File: config.mk
export PLATFORM = sky130hd
export DESIGN_NAME = rom_fetch_ctrl
export DESIGN_NICKNAME = d
export VERILOG_FILES = /design/src/rtl/rom_fetch_ctrl.sv
export SDC_FILE = /design/constraint.sdc
export NUM_CORES = 1
export LEC_CHECK = 0
export ABC_AREA = 1
export BUFFER_PORTS_ARGS = -buffer_cell sky130_fd_sc_hd__clkbuf_2
export CAP_MARGIN = 30
export CORE_ASPECT_RATIO = 2
export CORE_MARGIN = 1.5
export CORE_UTILIZATION = 44
export CTS_CLUSTER_SIZE = 14
export DETAILED_ROUTE_END_ITERATION = 16
export GPL_TIMING_DRIVEN = 0
export HOLD_SLACK_MARGIN = 0.05
export PLACE_DENSITY = 0.75
export SETUP_SLACK_MARGIN = 0.15
export SYNTH_ARGS = -nofsm -noshare
export SYNTH_HDL_FRONTEND = slang
export SYNTH_SLANG_ARGS = --single-unit
File: constraint.sdc
create_clock -name clk -period 4.9 [get_ports clk]
set_input_delay 0.735 -clock clk [delete_from_list [all_inputs] [get_ports clk]]
set_output_delay 0.735 -clock clk [all_outputs]
set_load 0.005 [all_outputs]
File: src/rtl/rom_fetch_ctrl.sv
// Instruction fetch controller: streams sequential ROM words into a DEPTH-entry prefetch FIFO with redirect flush.
// Optional macro ROM_FETCH_BOUNDS_CHECK_EN enables the 4 KiB fetch-window bounds check and the ERR state.
module rom_fetch_ctrl #(
  parameter logic [31:0] RESET_PC = 32'h0000_0000,
  parameter int          DEPTH    = 2
) (
  input  logic        clk,
  input  logic        rst,
  output logic [31:0] rom_addr,
  input  logic [31:0] rom_data,
  input  logic        redirect_valid,
  input  logic [31:0] redirect_pc,
  output logic        instr_valid,
  input  logic        instr_ready,
  output logic [31:0] instr_pc,
  output logic [31:0] instr_data,
  output logic        fetch_err
);
  localparam int            PW   = $clog2(DEPTH);
  localparam int            CW   = $clog2(DEPTH + 1);
  localparam logic [CW-1:0] FULL = CW'(DEPTH);

  typedef enum logic [0:0] {FETCH = 1'b0, ERR = 1'b1} state_t;

  state_t        state_r, state_s;
  logic [31:0]   fetch_pc_r, fetch_pc_s;
  logic [CW-1:0] count_r, count_s;
  logic [PW-1:0] rd_ptr_r, wr_ptr_r;
  logic [31:0]   pc_mem_r   [DEPTH];
  logic [31:0]   data_mem_r [DEPTH];
  logic          fetch_err_r, fetch_err_s;
  logic          deq_s, enq_s, in_bounds_s;

`ifdef ROM_FETCH_BOUNDS_CHECK_EN
  assign in_bounds_s = (fetch_pc_r[31:12] == 20'h0_0000);
  assign fetch_err   = fetch_err_r;
`else
  assign in_bounds_s = 1'b1;
  assign fetch_err   = 1'b0;
`endif

  assign rom_addr    = fetch_pc_r;
  assign instr_valid = (count_r != '0);
  assign instr_pc    = instr_valid ? pc_mem_r[rd_ptr_r]   : 32'h0000_0000;
  assign instr_data  = instr_valid ? data_mem_r[rd_ptr_r] : 32'h0000_0000;

  // Next-state, enqueue/dequeue decisions and occupancy update; redirect overrides everything.
  always_comb begin
    state_s     = state_r;
    fetch_pc_s  = fetch_pc_r;
    count_s     = count_r;
    fetch_err_s = fetch_err_r;
    deq_s       = 1'b0;
    enq_s       = 1'b0;
    if (redirect_valid) begin
      state_s     = FETCH;
      fetch_pc_s  = {redirect_pc[31:2], 2'b00};
      count_s     = '0;
      fetch_err_s = 1'b0;
    end else begin
      deq_s = instr_valid && instr_ready;
      case (state_r)
        FETCH: begin
          if (!in_bounds_s) begin
            state_s     = ERR;
            fetch_err_s = 1'b1;
          end else if ((count_r != FULL) || deq_s) begin
            enq_s      = 1'b1;
            fetch_pc_s = fetch_pc_r + 32'd4;
          end else begin
            enq_s = 1'b0;
          end
        end
        ERR:     enq_s = 1'b0;
        default: state_s = FETCH;
      endcase
      if (enq_s && !deq_s) begin
        count_s = count_r + CW'(1);
      end else if (!enq_s && deq_s) begin
        count_s = count_r - CW'(1);
      end else begin
        count_s = count_r;
      end
    end
  end

  // Control state: FSM, fetch address, occupancy and FIFO pointers.
  always_ff @(posedge clk or posedge rst) begin
    if (rst) begin
      state_r     <= FETCH;
      fetch_pc_r  <= RESET_PC;
      count_r     <= '0;
      rd_ptr_r    <= '0;
      wr_ptr_r    <= '0;
      fetch_err_r <= 1'b0;
    end else begin
      state_r     <= state_s;
      fetch_pc_r  <= fetch_pc_s;
      count_r     <= count_s;
      fetch_err_r <= fetch_err_s;
      if (redirect_valid) begin
        rd_ptr_r <= '0;
        wr_ptr_r <= '0;
      end else begin
        if (enq_s) wr_ptr_r <= wr_ptr_r + PW'(1);
        if (deq_s) rd_ptr_r <= rd_ptr_r + PW'(1);
      end
    end
  end

  // FIFO payload storage; contents are only meaningful below count, so no reset is needed.
  always_ff @(posedge clk) begin
    if (enq_s) begin
      pc_mem_r[wr_ptr_r]   <= fetch_pc_r;
      data_mem_r[wr_ptr_r] <= rom_data;
    end
  end
endmodule

### Yosys cells after proc, flatten, opt, wreduce, memory -nomap -nowiden

Memory sizes are Yosys's and may differ from the RTL's.
Cells that the tools add are included.
Widths: inputs -> output; s select.

| word-level totals | value |
|---|---|
| bits in registers | 37 |
| latch bits | 0 |
| memory bits (writable) | 128 |
| bits in read-only memories | 0 |
| word-level logic and storage cells | 48 |
| memories | 2 |

| cells by class | value |
|---|---|
| $add $sub $neg | 5 |
| multipliers | 0 |
| divide/modulo/power cells | 0 |
| $lt $le $gt $ge | 0 |
| equality and inequality tests | 2 |
| shift-type cells | 0 |
| mux-type cells | 21 |
| bitwise operators | 1 |
| reductions and logical operators | 12 |

Memories:

| name | words | bits a word | read ports | clocked after memory_dff | write ports | line | text |
|---|---|---|---|---|---|---|---|
| data_mem_r | 2 | 32 | 1 | 0 | 1 | 30 | `logic [31:0] data_mem_r [DEPTH];` |
| pc_mem_r | 2 | 32 | 1 | 0 | 1 | 29 | `logic [31:0] pc_mem_r [DEPTH];` |

Operators by type and width:

| kind | number |
|---|---|
| $mux 32 | 5 |
| $add 32x3->32 const B | 1 |
| $mux 1 | 12 |
| $reduce_bool 2->1 | 4 |
| $mux 2 | 3 |
| $ne 2x2->1 const B | 2 |
| $logic_and 1x1->1 | 3 |
| $reduce_bool 3->1 | 1 |
| $add 1x1->1 const B | 2 |
| $add 2x1->2 const B | 1 |
| $logic_not 1->1 | 2 |
| $pmux 1 s2 | 1 |
| $reduce_and 2->1 | 1 |
| $sub 2x1->2 const B | 1 |
| $logic_or 1x1->1 | 1 |
| $not 1->1 | 1 |

### Depth between registers and ports, before layout

| logic depth | value |
|---|---|
| depth in word-level cells | 11 |
| mapped depth | 10 |
| mapped depth without buffers | 10 |

### Worst setup path after synthesis

Ideal clock, no wire load.

| timing | value |
|---|---|
| path kind | input to register |
| start | in redirect_valid |
| end | mem data_mem_r[0][0], enable pin |
| setup time | 483 ps |
| data arrival time | 3757 ps |
| required time | 4417 ps |
| setup slack | 660 ps |
| cell stages on the path | 4 |
| buffers on the path | 1 |
| cell sequence | clkbuf_1 inv_2 nand2_2 nor2_1 |

| between the ends | value |
|---|---|
| longest elaborated chain between the ends | 3 |

Ends and longest elaborated chain:

| element | line | text |
|---|---|---|
| start, declared | 11 | `input logic redirect_valid,` |
| $mux 1 | 55 | `if (redirect_valid) begin` |
| $mux 1 | 113 | `if (enq_s) begin` |
| $mux 1 (implied by the code) | 115 | `data_mem_r[wr_ptr_r] <= rom_data;` |
| end, declared | 30 |  |

Every way passes these cells.

### Worst setup path in the final report

| timing | value |
|---|---|
| start | reg count_r[0] |
| end | out instr_data[2] |

| between the ends | value |
|---|---|
| longest elaborated chain between the ends | 2 |

Ends and longest elaborated chain:

| element | line | text |
|---|---|---|
| start, declared | 27 | `logic [CW-1:0] count_r, count_s;` |
| start signal, assigned | 99 | `count_r <= count_s;` |
| $reduce_bool 2->1 | 43 | `assign instr_valid = (count_r != '0);` |
| $mux 32 | 45 | `assign instr_data = instr_valid ? data_mem_r[rd_ptr_r] : 32'h0000_0000;` |
| end, declared | 16 | `output logic [31:0] instr_data,` |

Every way passes these cells.

==> results list <==
* Global-route met2 utilization: 0.3906
- Post-CTS setup buffers: 0
- For this run, the register share of the synthesized area comes to 0.6512.
* Number of failing setup endpoints in the final timing report: 0
- Clock tree from TritonCTS: yes
* DRC marker count from the first detailed-route iteration: 256
- Post_cts resized: 0
* Status: finished clean
- Synthesized area divided by synthesized cell count: 9.978 um2
* Number of inserted diodes: 0
- Slowest stage cell, crit path: sky130_fd_sc_hd__nor2_1
- Endpoint arrival time on the critical path: between 2000 and 2500 ps
- Fraction of final layout cells with drive strength greater than 1: 0.2578
- Synth-to-Final Area Change: 24.49%
* Total number of placement rows: 65
- Critical Path Max Stage Delay: 630 ps
- Number of enable-type register cells in the synthesized netlist: between 100 and 150
- Synth Instances: 704
- In this run, post-CTS hold repair placed 0 buffers.
- Floorplan die area: 16780 um2
* Global-route usage over all layers: 0.2133
- For the worst-skew pair, the clock arrives at the later sink with an insertion delay of 420 ps.
- Dividing the final minimum period by the clock period gives 0.5990.
- Top-count cell post-synth: sky130_fd_sc_hd__nand2_1
* Critical path start-end classification: register to output port
- Drt first pass iters: 5
* IO Pins: ~170
- Leading area contributor after synthesis: sky130_fd_sc_hd__edfxtp_1
- After clock tree synthesis, the clock-pin slew on the worst setup and hold paths is approximately 70 ps.
- For met3 alone, demand over resource in global routing was 0.03308.
- The synthesized netlist contains 33 unique library cells.
* Highest ir drop seen on vdd: about 0.00020 V
- Measured on the finished design, the core utilization comes to 0.5571.
- Portion of total power attributed to the clock network: 0.384
- The number of slew-limit violations in the final report was 0.
- Dividing the detail-routed via count by the number of cells gives 4.995.
- Remaining global-route overflow: 0
* DRC violation count after routing: 0
- Entering global routing, the biggest net connects 35 pins.
- Core Region: 15700 um2
- The tightest min-delay check is of the input pin to asynchronous set/reset pin type.
- Dividing total power by cell area gives a power density of 386.5 nW/um2.
* Number of synthesized register bits: 158
- Combinational Power Share: 0.128
* First-pass GRT wire length: 26690 um
- Required time of the worst setup path: 4160 ps
* Busiest metal layer after global routing: met2
- Share of total power consumed by net switching: 0.2636
- The die is 92.34 um wide.
* Fin crit period: 2935 ps
- Setup repair after global routing left no endpoint under its margin.
- Dominant cells by area after synthesis: sky130_fd_sc_hd__edfxtp_1, sky130_fd_sc_hd__nand2_1, sky130_fd_sc_hd__dfrtp_1
- The clock tree synthesis step divided the H-tree into 4 levels.
- The internal portion of the total power is 0.002489 W.
- Area occupied by multi-input gates: 2185 um2
- The analysis attributes to net switching a power of 0.0008908 W.
* GR Layer Usage met1: 0.2174
- Largest fanout of any net on the critical path: 10
- The number of global-route vias before repair is between 5k and 6k.
- Ranking of synthesized cells by instance count: sky130_fd_sc_hd__nand2_1, sky130_fd_sc_hd__edfxtp_1, sky130_fd_sc_hd__a21oi_1, sky130_fd_sc_hd__nor2_1, sky130_fd_sc_hd__nand3_1
- For this configuration, the core starts out at a cell density of 0.4475.
- During placement, the flow inserted port buffers numbering 157.
- STA classifies the critical path endpoint as an output port.
- Endpoints failing hold: 0
- Counting the buffers created by CTS gives 17.
- In the final layout, flip-flops and latches occupy 4574 um2.
- Worst Setup Start Kind: register
- Routed wire length: 17710 um
* Via total after detailed routing: 5500
- Static timing analysis puts the maximum clock frequency at 0.3407 GHz.
* Initial antenna violation count: 0
- Global placer's final weighted congestion: approximately 0.86
- MaxCap Viol Count: 0
- Slew margin rel.: 0.3762
- Of the total power, registers draw 0.488.
- Share of Yosys cell area claimed by the top area cell type: 0.5301
- Post-DP HPWL: around 13000 um
- Clock Tree Buf Depth: 2
- Worst clock skew: 9.603 ps
- Remaining antenna violation count: 0
- Clock tree synthesis found a total of 158 sinks.
* Netlist Area Pre-Place: 7024 um2
- The die is 181.7 um tall.
- For the pin with the worst max-slew slack, the measured transition is 933.4 ps.
- In this run the static leakage power is 3.773 nW.
* Final-layout fill cell count: ~1.4k
- Net total in the final layout: 956
- Routed wirelength normalized by instance count: between 15 and 20 um
* Total negative setup slack: 0 ps
* Cells along the critical path: nor2_1 -> clkbuf_1 -> a21oi_1 -> clkbuf_2
- Cell chosen for the clock root: sky130_fd_sc_hd__clkbuf_16
* Flip-flop cell with the highest count after synthesis: sky130_fd_sc_hd__edfxtp_1
- Warnings, synthesis: 0
- For this run, asynchronously set or reset flops after synthesis account for 0.2152.
## kinds of logic after synthesis
| family | count (synthesis) | synth area share |
|---|---|---|
| flops | 158 | 0.6512 |
| xor+xnor | 10 | 0.01247 |
| fa+ha+maj | 1 | 0.001781 |
| buf+inv | 69 | 0.04204 |
| compound gates | 85 | 0.06377 |
| other cells | 1 | 0.0005339 |
| simple gates | 380 | 0.2282 |
## routing by layer
metal	wire, um	share of wire	vias to the layer above
met1	6058	0.34	2529
met2	9829	0.56	216
met3	789	0.045	53
met4	1029	0.058	0
met5	0	0	-
li1	-	-	2702
## layout make-up
type,instances,area share
plain buffers,32,0.01789
clock buffers,18,0.04908
clock inverters,14,0.01789
inverters,37,0.01588
multi-input cells,481,0.2498
flip-flops and latches,158,0.5231
well taps,201,0.02876
repair buffers,160,0.09758
## power by group through the flow
| stage | Combinational, W | Clock, W | Sequential [W] |
|---|---|---|---|
| finish | 0.000433 | 0.00130 | 0.00165 |
| floorplan | 0.000234 | 0 | 0.00166 |
| global route | 0.000484 | 0.00136 | 0.00166 |
| detailed placement | 0.000436 | 0 | 0.00168 |
| CTS | 0.000440 | 0.00132 | 0.00165 |
| global placement | 0.000416 | 0 | 0.00168 |
## per-stage QoR
step / total power (W) / instance area (um2) / std cells / hold slack, ps / setup WS (ps)
6_report: 0.003380 / 8745 / 1101 / 461.0 / 1965
2_1_floorplan: 0.001890 / 7039 / 708 / 506.7 / 660.0
3_5_place_dp: 0.002112 / 8159 / 1069 / 547.0 / 2047
3_3_place_gp: 0.002096 / 8077 / 1066 / 534.0 / -1013
5_1_grt: 0.003508 / 8745 / 1101 / 491.1 / 1841
4_1_cts: 0.003405 / 8745 / 1101 / 474.8 / 1888
## flip-flops by register name (all words and copies together) (netlist names)
name	cells
count_r	2
data_mem_r	64
pc_mem_r	60
rd_ptr_r	1
rom_addr	30
wr_ptr_r	1
## critical path, delay by kind of cell, from the launching register on
family / cells / cell delay [ps]
AO/OA/AOI/OAI: 1 / 130
AND/OR/NAND/NOR: 1 / 630
flip-flops: 1 / 400
buffers and inverters: 2 / 610
## cell usage in the layout, fill, tap and decap left out, types with 3 or more instances in the layout
| master | count |
|---|---|
| sky130_fd_sc_hd__a21oi_1 | 69 |
| sky130_fd_sc_hd__buf_1 | 4 |
| sky130_fd_sc_hd__buf_4 | 7 |
| sky130_fd_sc_hd__clkbuf_1 | 19 |
| sky130_fd_sc_hd__clkbuf_16 | 17 |
| sky130_fd_sc_hd__clkbuf_2 | 157 |
| sky130_fd_sc_hd__clkinvlp_4 | 4 |
| sky130_fd_sc_hd__conb_1 | 5 |
| sky130_fd_sc_hd__dfrtp_1 | 34 |
| sky130_fd_sc_hd__edfxtp_1 | 124 |
| sky130_fd_sc_hd__inv_1 | 30 |
| sky130_fd_sc_hd__inv_2 | 7 |
| sky130_fd_sc_hd__inv_6 | 5 |
| sky130_fd_sc_hd__nand2_1 | 258 |
| sky130_fd_sc_hd__nand2_2 | 7 |
| sky130_fd_sc_hd__nand3_1 | 42 |
| sky130_fd_sc_hd__nor2_1 | 51 |
| sky130_fd_sc_hd__nor2_2 | 5 |
| sky130_fd_sc_hd__nor2_4 | 8 |
| sky130_fd_sc_hd__o211ai_1 | 4 |
| sky130_fd_sc_hd__o21ai_0 | 7 |
| sky130_fd_sc_hd__o21bai_1 | 3 |
| sky130_fd_sc_hd__xnor2_1 | 3 |
| sky130_fd_sc_hd__xor2_1 | 7 |
## final timing paths
path                              from  slack (ps)           endpoint  depth (start not counted)
setup / recovery            count_r[0]        1960      instr_data[2]                          4
hold / removal                     rst         460       rom_addr[10]                          2
setup reg to reg            count_r[1]        2540  data_mem_r[0][14]                          6
hold reg to reg             count_r[1]         570         count_r[1]                          2
max in group asynchronous          rst        3930           rd_ptr_r                          2
min in group clk           rom_data[7]         500   data_mem_r[1][7]                          1
(Power assumes the default switching activity.)
